**src/rtl/uart_rx_fifo.sv**
```systemverilog
// uart_rx_fifo: 8N1 UART receiver with 16x oversampling and a 3-sample
// majority vote per bit, feeding a small byte FIFO with a pop handshake.
module uart_rx_fifo #(
   parameter int CLKS_PER_BIT = 10416,
   parameter int FIFO_DEPTH   = 4
) (
   input  logic                          clk,
   input  logic                          reset,
   input  logic                          uartrx,
   output logic [7:0]                    rx_data,
   output logic                          rx_valid,
   input  logic                          rx_ready,
   output logic [$clog2(FIFO_DEPTH):0]   fifo_count,
   output logic                          frame_err,
   output logic                          overrun,
   input  logic                          err_clr,
   output logic                          rx_busy
);

   localparam int DIV = CLKS_PER_BIT / 16;
   localparam int TW  = (DIV > 1) ? $clog2(DIV) : 1;
   localparam int AW  = $clog2(FIFO_DEPTH);
   localparam int CW  = AW + 1;

   localparam logic [TW-1:0] TLAST = TW'(DIV - 1);
   localparam logic [CW-1:0] FULLN = CW'(FIFO_DEPTH);

   typedef enum logic [2:0] {
      S_HUNT,
      S_IDLE,
      S_START,
      S_DATA,
      S_STOP
   } state_t;

   logic          s1_q;
   logic          rxs_q;
   logic          prev_q;
   state_t        st_q, st_d;
   logic [TW-1:0] cnt_q, cnt_d;
   logic [3:0]    idx_q, idx_d;
   logic [1:0]    smp_q, smp_d;
   logic [7:0]    sh_q, sh_d;
   logic [3:0]    bit_q, bit_d;
   logic [7:0]    mem_q [FIFO_DEPTH];
   logic [AW-1:0] wp_q, rp_q;
   logic [CW-1:0] fcnt_q;
   logic          fe_q, ov_q;

   logic          tick;
   logic          vote;
   logic          full;
   logic          pop;
   logic          push;
   logic          set_fe;
   logic          set_ov;
   logic [3:0]    cur;

   assign tick = (cnt_q == TLAST);
   assign cur  = idx_q + 4'd1;
   assign vote = (smp_q[0] & smp_q[1]) | (smp_q[0] & rxs_q) |
                 (smp_q[1] & rxs_q);
   assign full = (fcnt_q == FULLN);
   assign pop  = rx_valid & rx_ready;

   assign rx_valid   = (fcnt_q != '0);
   assign rx_data    = mem_q[rp_q];
   assign fifo_count = fcnt_q;
   assign frame_err  = fe_q;
   assign overrun    = ov_q;
   assign rx_busy    = (st_q == S_START) | (st_q == S_DATA) |
                       (st_q == S_STOP);

   // Two-flop synchronizer plus one delay flop for falling-edge detect.
   always_ff @(posedge clk or negedge reset) begin
      if (!reset) begin
         s1_q   <= 1'b0;
         rxs_q  <= 1'b0;
         prev_q <= 1'b0;
      end else begin
         s1_q   <= uartrx;
         rxs_q  <= s1_q;
         prev_q <= rxs_q;
      end
   end

   // Receiver state, oversample timing, vote samples and shift register.
   always_ff @(posedge clk or negedge reset) begin
      if (!reset) begin
         st_q  <= S_HUNT;
         cnt_q <= '0;
         idx_q <= '0;
         smp_q <= '0;
         sh_q  <= '0;
         bit_q <= '0;
      end else begin
         st_q  <= st_d;
         cnt_q <= cnt_d;
         idx_q <= idx_d;
         smp_q <= smp_d;
         sh_q  <= sh_d;
         bit_q <= bit_d;
      end
   end

   // Next-state: ticks count within a bit, vote is resolved at index 9.
   always_comb begin
      st_d   = st_q;
      cnt_d  = tick ? '0 : cnt_q + TW'(1);
      idx_d  = idx_q;
      smp_d  = smp_q;
      sh_d   = sh_q;
      bit_d  = bit_q;
      push   = 1'b0;
      set_fe = 1'b0;
      set_ov = 1'b0;
      if (tick) begin
         idx_d = cur;
         if (cur == 4'd7) smp_d[0] = rxs_q;
         if (cur == 4'd8) smp_d[1] = rxs_q;
      end
      unique case (st_q)
         S_HUNT: begin
            if (rxs_q) st_d = S_IDLE;
         end
         S_IDLE: begin
            if (prev_q & ~rxs_q) begin
               st_d  = S_START;
               cnt_d = '0;
               idx_d = '0;
            end
         end
         S_START: begin
            if (tick && cur == 4'd9) begin
               if (vote) begin
                  st_d = S_IDLE;
               end else begin
                  st_d  = S_DATA;
                  bit_d = '0;
               end
            end
         end
         S_DATA: begin
            if (tick) begin
               if (cur == 4'd9) begin
                  sh_d  = {vote, sh_q[7:1]};
                  bit_d = bit_q + 4'd1;
               end
               if (cur == 4'd0 && bit_q == 4'd8) st_d = S_STOP;
            end
         end
         S_STOP: begin
            if (tick && cur == 4'd9) begin
               if (vote) begin
                  if (!full || pop) push = 1'b1;
                  else              set_ov = 1'b1;
                  st_d = S_IDLE;
               end else begin
                  set_fe = 1'b1;
                  st_d   = S_HUNT;
               end
            end
         end
         default: st_d = S_HUNT;
      endcase
   end

   // Circular byte buffer; a pop and push on a full FIFO both proceed.
   always_ff @(posedge clk or negedge reset) begin
      if (!reset) begin
         for (int i = 0; i < FIFO_DEPTH; i++) mem_q[i] <= '0;
         wp_q   <= '0;
         rp_q   <= '0;
         fcnt_q <= '0;
      end else begin
         if (push) begin
            mem_q[wp_q] <= sh_q;
            wp_q        <= wp_q + AW'(1);
         end
         if (pop) rp_q <= rp_q + AW'(1);
         unique case ({push, pop})
            2'b10:   fcnt_q <= fcnt_q + CW'(1);
            2'b01:   fcnt_q <= fcnt_q - CW'(1);
            default: fcnt_q <= fcnt_q;
         endcase
      end
   end

   // Sticky error flags; a new error beats a simultaneous clear.
   always_ff @(posedge clk or negedge reset) begin
      if (!reset) begin
         fe_q <= 1'b0;
         ov_q <= 1'b0;
      end else begin
         fe_q <= set_fe | (fe_q & ~err_clr);
         ov_q <= set_ov | (ov_q & ~err_clr);
      end
   end

endmodule

```
**config.mk**
```make
export PLATFORM = sky130hd
export DESIGN_NAME = uart_rx_fifo
export DESIGN_NICKNAME = d
export VERILOG_FILES = /design/src/rtl/uart_rx_fifo.sv
export SDC_FILE = /design/constraint.sdc
export NUM_CORES = 1
export LEC_CHECK = 0
export BUFFER_PORTS_ARGS = -buffer_cell sky130_fd_sc_hd__buf_2
export CORE_ASPECT_RATIO = 1.1
export CORE_MARGIN = 4
export CORE_UTILIZATION = 30
export CTS_CLUSTER_DIAMETER = 40
export CTS_CLUSTER_SIZE = 30
export DETAILED_ROUTE_END_ITERATION = 12
export GPL_TIMING_DRIVEN = 0
export HOLD_SLACK_MARGIN = 0.06
export SYNTH_ARGS = -nofsm -noshare
export SYNTH_HDL_FRONTEND = slang
export SYNTH_SLANG_ARGS = --single-unit
```
**constraint.sdc**
```tcl
create_clock -name clk -period 5.72 [get_ports clk]
set_input_delay 0.572 -clock clk [delete_from_list [all_inputs] [get_ports clk]]
set_output_delay 0.572 -clock clk [all_outputs]
set_load 0.005 [all_outputs]
```
After elaboration in Yosys (flattened, before gate mapping)

Index checks and enable logic that the tools add are counted.

Bits in registers: 75
Word-level logic and storage cells: 119

Add/sub/neg operators: 7
$lt $le $gt $ge: 3
Eq/ne operators: 20
Mux-type cells: 38
Bitwise operators: 17
Reductions and logical operators: 15

Operator list:

| operator                                                        | count |
|---|---|
| 32-bit bitwise mux                                              | 1 |
| 10-bit 2-to-1 mux                                               | 3 |
| 4-bit 2-to-1 mux                                                | 7 |
| 8-bit 2-to-1 mux                                                | 3 |
| 3-bit 2-to-1 mux                                                | 6 |
| 8-bit binary-select mux with 2-bit select                       | 1 |
| 8-bit demux with 2-bit select                                   | 1 |
| 3-bit case mux with 5 select lines                              | 1 |
| 4-bit == test, second input constant                            | 3 |
| 1-bit 2-to-1 mux                                                | 12 |
| 10-bit by 1-bit adder with 10-bit output, second input constant | 1 |
| 10-bit == test, second input constant                           | 1 |
| 4-bit by 1-bit adder with 4-bit output, second input constant   | 2 |
| 2-bit by 1-bit != test with 1-bit output, second input constant | 4 |
| 2-bit != test, second input constant                            | 4 |
| 4-bit case mux with 2 select lines                              | 1 |
| 1-bit bitwise AND                                               | 7 |
| 3-bit by 2-bit == test with 1-bit output, second input constant | 2 |
| 3-bit == test, second input constant                            | 2 |
| 3-bit greater-or-equal comparator, second input constant        | 2 |
| 2-bit inverter with 3-bit output                                | 2 |
| 1-bit OR                                                        | 6 |
| 3-bit case mux with 2 select lines                              | 1 |
| 6-bit AND reduction                                             | 1 |
| 20 further kinds                                                | 26 |

Depth between registers and ports, before layout

Word-level depth: 9
Depth in mapped cells: 13
Mapped depth without buffers: 12

Worst setup path before layout

No wires, ideal clock.

Path type: flip-flop to flip-flop
Start: register idx_q[0]
End: register fcnt_q[2] (netlist: fifo_count[2])
Library setup time: 0.079 ns
Arrival time: 2.475 ns
Setup slack: 3.166 ns
Stages on the path, launching flop included: 14
Buffers on the path: 1
Period minus slack after synthesis: 2.554 ns
Path through: dfrtp_1 ha_1 and2_2 a21oi_1 mux2i_1 and3_2 clkbuf_2 nand3_1 ha_1 inv_1 fa_1 xor2_1 nor2_1 xor2_1

Longest elaborated chain between the ends: 7

RTL lines:

| what                                                                      | line | text |
|---|---|---|
| start: declaration                                                        | 41   | `logic [3:0] idx_q, idx_d;` |
| start signal: assignment                                                  | 99   | `idx_q <= idx_d;` |
| 4-bit by 1-bit adder with 4-bit output *                                  | 60   | `assign cur = idx_q + 4'd1;` |
| 4-bit == test *                                                           | 153  | `if (tick && cur == 4'd9) begin` |
| 1-bit logical AND *                                                       | 153  |  |
| 1-bit 2-to-1 mux *                                                        | 153  |  |
| 1-bit 2-to-1 mux *                                                        | 122  | `unique case (st_q)` |
| 2-bit by 1-bit == test with 1-bit output or 2-bit == test (tied branches) | 181  | `unique case ({push, pop})` |
| 3-bit case mux with 2 select lines or 2-bit nonzero test (tied branches)  | --   |  |
| end signal: assignment                                                    | 182  | `2'b10: fcnt_q <= fcnt_q + CW'(1);` |
| end signal: assignment                                                    | 183  | `2'b01: fcnt_q <= fcnt_q - CW'(1);` |
| end signal: assignment                                                    | 184  | `default: fcnt_q <= fcnt_q;` |
| end: declaration                                                          | 47   | `logic [CW-1:0] fcnt_q;` |

Every way passes the cells marked *; elsewhere a longest branch is shown, timed or not.
A chain may end at the register's enable or synchronous reset.

Worst setup path in the final report

Same ends and word-level chain as after synthesis.

==> flow_metrics.tcl <==
set metrics [dict create \
    outcome "finished clean" \
    synth.distinct_cells 45 \
    dpl.hpwl_mm 4.46 \
    wl_per_cell_um 13.9 \
    grt_pass1_wl_mm 11.5 \
    cts_max_level 3 \
    avgViaCountPerCell 4.68 \
    ys_warn_count 0 \
    crit_buf_inv 2 \
    synth_top_family_by_area "multiplexers" \
    track_usage_pct 10.4 \
    core_um2 11600 \
    drv_slew 0 \
    synth-async-reset-ratio_pct 100 \
    drt_wl_total_mm 6.47 \
    period_share_pct 49.0 \
    chipWidth_um 112 \
    cts_setup_buffers 0 \
    synth-seq-cells 75 \
    die_area_um2 13800 \
    holdBufCountCts 0 \
    synth.area.top_cells "dfrtp_1 (52%), mux2_2 (14%), mux4_2 (5.0%), ha_1 (4.2%), xor2_1 (2.9%)" \
    drc 0 \
    cts_made_buffers 9 \
    antenna_left 0 \
    clk_path_buf_depth 2 \
    vias 2181 \
    hold_viol 0 \
    gp_congestion 0.794 \
    chipHeight_um 123 \
    synth_top_area_share_pct 52.3 \
    netlist_area_um2 3590 \
    maxSlewHeadroom_pct 42.6 \
    worstMarginPinSlew_ps 861 \
    port_buffers 19 \
    setup_viol 0 \
    tns_ps 0 \
    yosys.area.top_type "dfrtp_1" \
    path_max_fanout 8 \
    syn_to_final_growth_pct 17.2 \
    drtPass1Iterations 4 \
    clock_latency_ps 330 \
    drv_cap 0 \
    drive_above_1_share_pct 33.2 \
    grt_remaining_overflow 0 \
    post_dp_cell_area_um2 3900 \
    clk_pin_slew_worst_paths_ps 60 \
    n_fill_cell 1159 \
    nets 329 \
    synthFlopType "dfrtp_1" \
    worstPathCellList "ha_1, and2_2, a21oi_1, mux2i_1, and3_2, clkbuf_2, nand3_1, ha_1, inv_1, fa_1, xor2_1, nor2_1, xor2_1" \
    design_area_um2 4210 \
    crit_type "reg2reg" \
    cp_top_family "adder cells" \
    first_iter_violations 160 \
    syn-num-nets 298 \
    ir_drop_v 0.000189 \
    grt_max_degree 51 \
    synth_fa_ha_area_share_pct 5.02 \
    rsz0062_at_grt "false" \
    critPathArrivalTime_ps 3060 \
    avgSynthCellArea_um2 12.8 \
    ios 20 \
    synth_xor_area_share_pct 4.64 \
    synth_common_cells "dfrtp_1 (75), mux2_2 (44), nor2_1 (20)" \
    slowest_delay_ps 450 \
    antennaDiodeCount 0 \
    synth_edf_count 0 \
    p_leak_uw 0.00204 \
    synth_most_common_cell "dfrtp_1" \
    yosysSeqAreaShare_pct 52.3 \
    start_kind "flop" \
    multi_input_area_um2 1620 \
    dp.cells 450 \
    antenna_found_initial 0 \
    fin_cells 466 \
    p_per_area_nw_per_um2 320 \
    synth_compound_area_share_pct 2.75 \
    cts_resized 0 \
    synth_simple_gate_area_share_pct 13.2 \
    cts_sinks 75 \
    rows 41 \
    cts_tree "yes" \
    final-seq-area_um2 1880 \
    min_period_ps 2800 \
    grt_pass1_vias 2304 \
    worst_path_max_delay_cell "dfrtp_1" \
    syn_inst 280 \
    fin_skew_ps 7.85 \
    required_ps 5970 \
    fin_util_pct 36.3 \
    worst_hold_path_type "in2async" \
    initial_utilization_pct 31.0 \
    cts_root_buf "clkbuf_16" \
    synthMuxAreaShare_pct 19.4 \
    fmax_mhz 357 \
    cp-end-kind "flop" \
]
## placed cells by master (no fill, tap or decap), drive strengths merged, types with 2 or more instances in the layout
cell     n
and2     4
mux2    44
xor2    12
xnor2    7
buf     24
nor2b    2
clkbuf  18
nand3b   2
o21ai    6
mux2i    2
nand2   13
mux4     8
ha      12
a22o     2
o22ai    3
dfrtp   75
and3     5
nor3     3
nor2    20
nand3   11
inv     12
nand4    9
clkinv   3
a21oi    3
## stage by stage
stage / setup WS (ps) / hold WS (ps) / power [uW]
after CTS: 2920 / 160 / 1370
after global routing: 2680 / 176 / 1420
after detailed placement: 2950 / 336 / 789
after floorplan: 3170 / 276 / 733
final: 2920 / 157 / 1350
after global placement: 2940 / 337 / 781
## registers in the layout (all words and copies together), names as in the netlist
name and cells:
bit_q 4, cnt_q 10, fifo_count 3, frame_err 1, idx_q 4, mem_q 32
overrun 1, prev_q 1, rp_q 2, rxs_q 1, s1_q 1, sh_q 8
smp_q 2, st_q 3, wp_q 2
## kinds of logic after synthesis
group / count (synthesis)
XOR/XNOR: 19
adder cells (fa/ha/maj): 14
AND/OR/NAND/NOR: 80
multiplexers: 54
buffers and inverters: 22
AO/OA/AOI/OAI: 16
flip-flops: 75
## cell type report
type	count	area share (%)
clock buffer	12	6.10
tap	150	4.46
clock inverter	4	1.16
sequential	75	44.6
buffer	10	1.19
inverter	12	1.07
multi-input combinational	183	38.4
timing repair buffer	20	2.97
## power breakdown
| part | switching [uW] | internal, uW |
|---|---|---|
| registers | 41.3 | 566 |
| clock network | 209 | 361 |
| logic | 95.8 | 74.5 |
| total | 347 | 1000 |
## per-layer routing
layer / track usage [%] / routed length, um / vias up
met5: 0 / 0 / -
li1: - / - / 1049
met3: 3.45 / 216 / 6
met4: 2.70 / 54 / 0
met2: 17.1 / 3220 / 25
met1: 13.4 / 2990 / 1101
## worst paths after layout
kind	start	cells past startpoint	to	slack [ps]
max	idx_q[0]	13	fifo_count[2]	2920
min	reset	1	mem_q[25]	160
max reg2reg	idx_q[0]	13	fifo_count[2]	2920
min reg2reg	s1_q	0	rxs_q	350
max in group asynchronous	reset	2	cnt_q[7]	5000
min in group clk	s1_q	0	rxs_q	350
No activity file was read; power rests on OpenSTA's default activity.
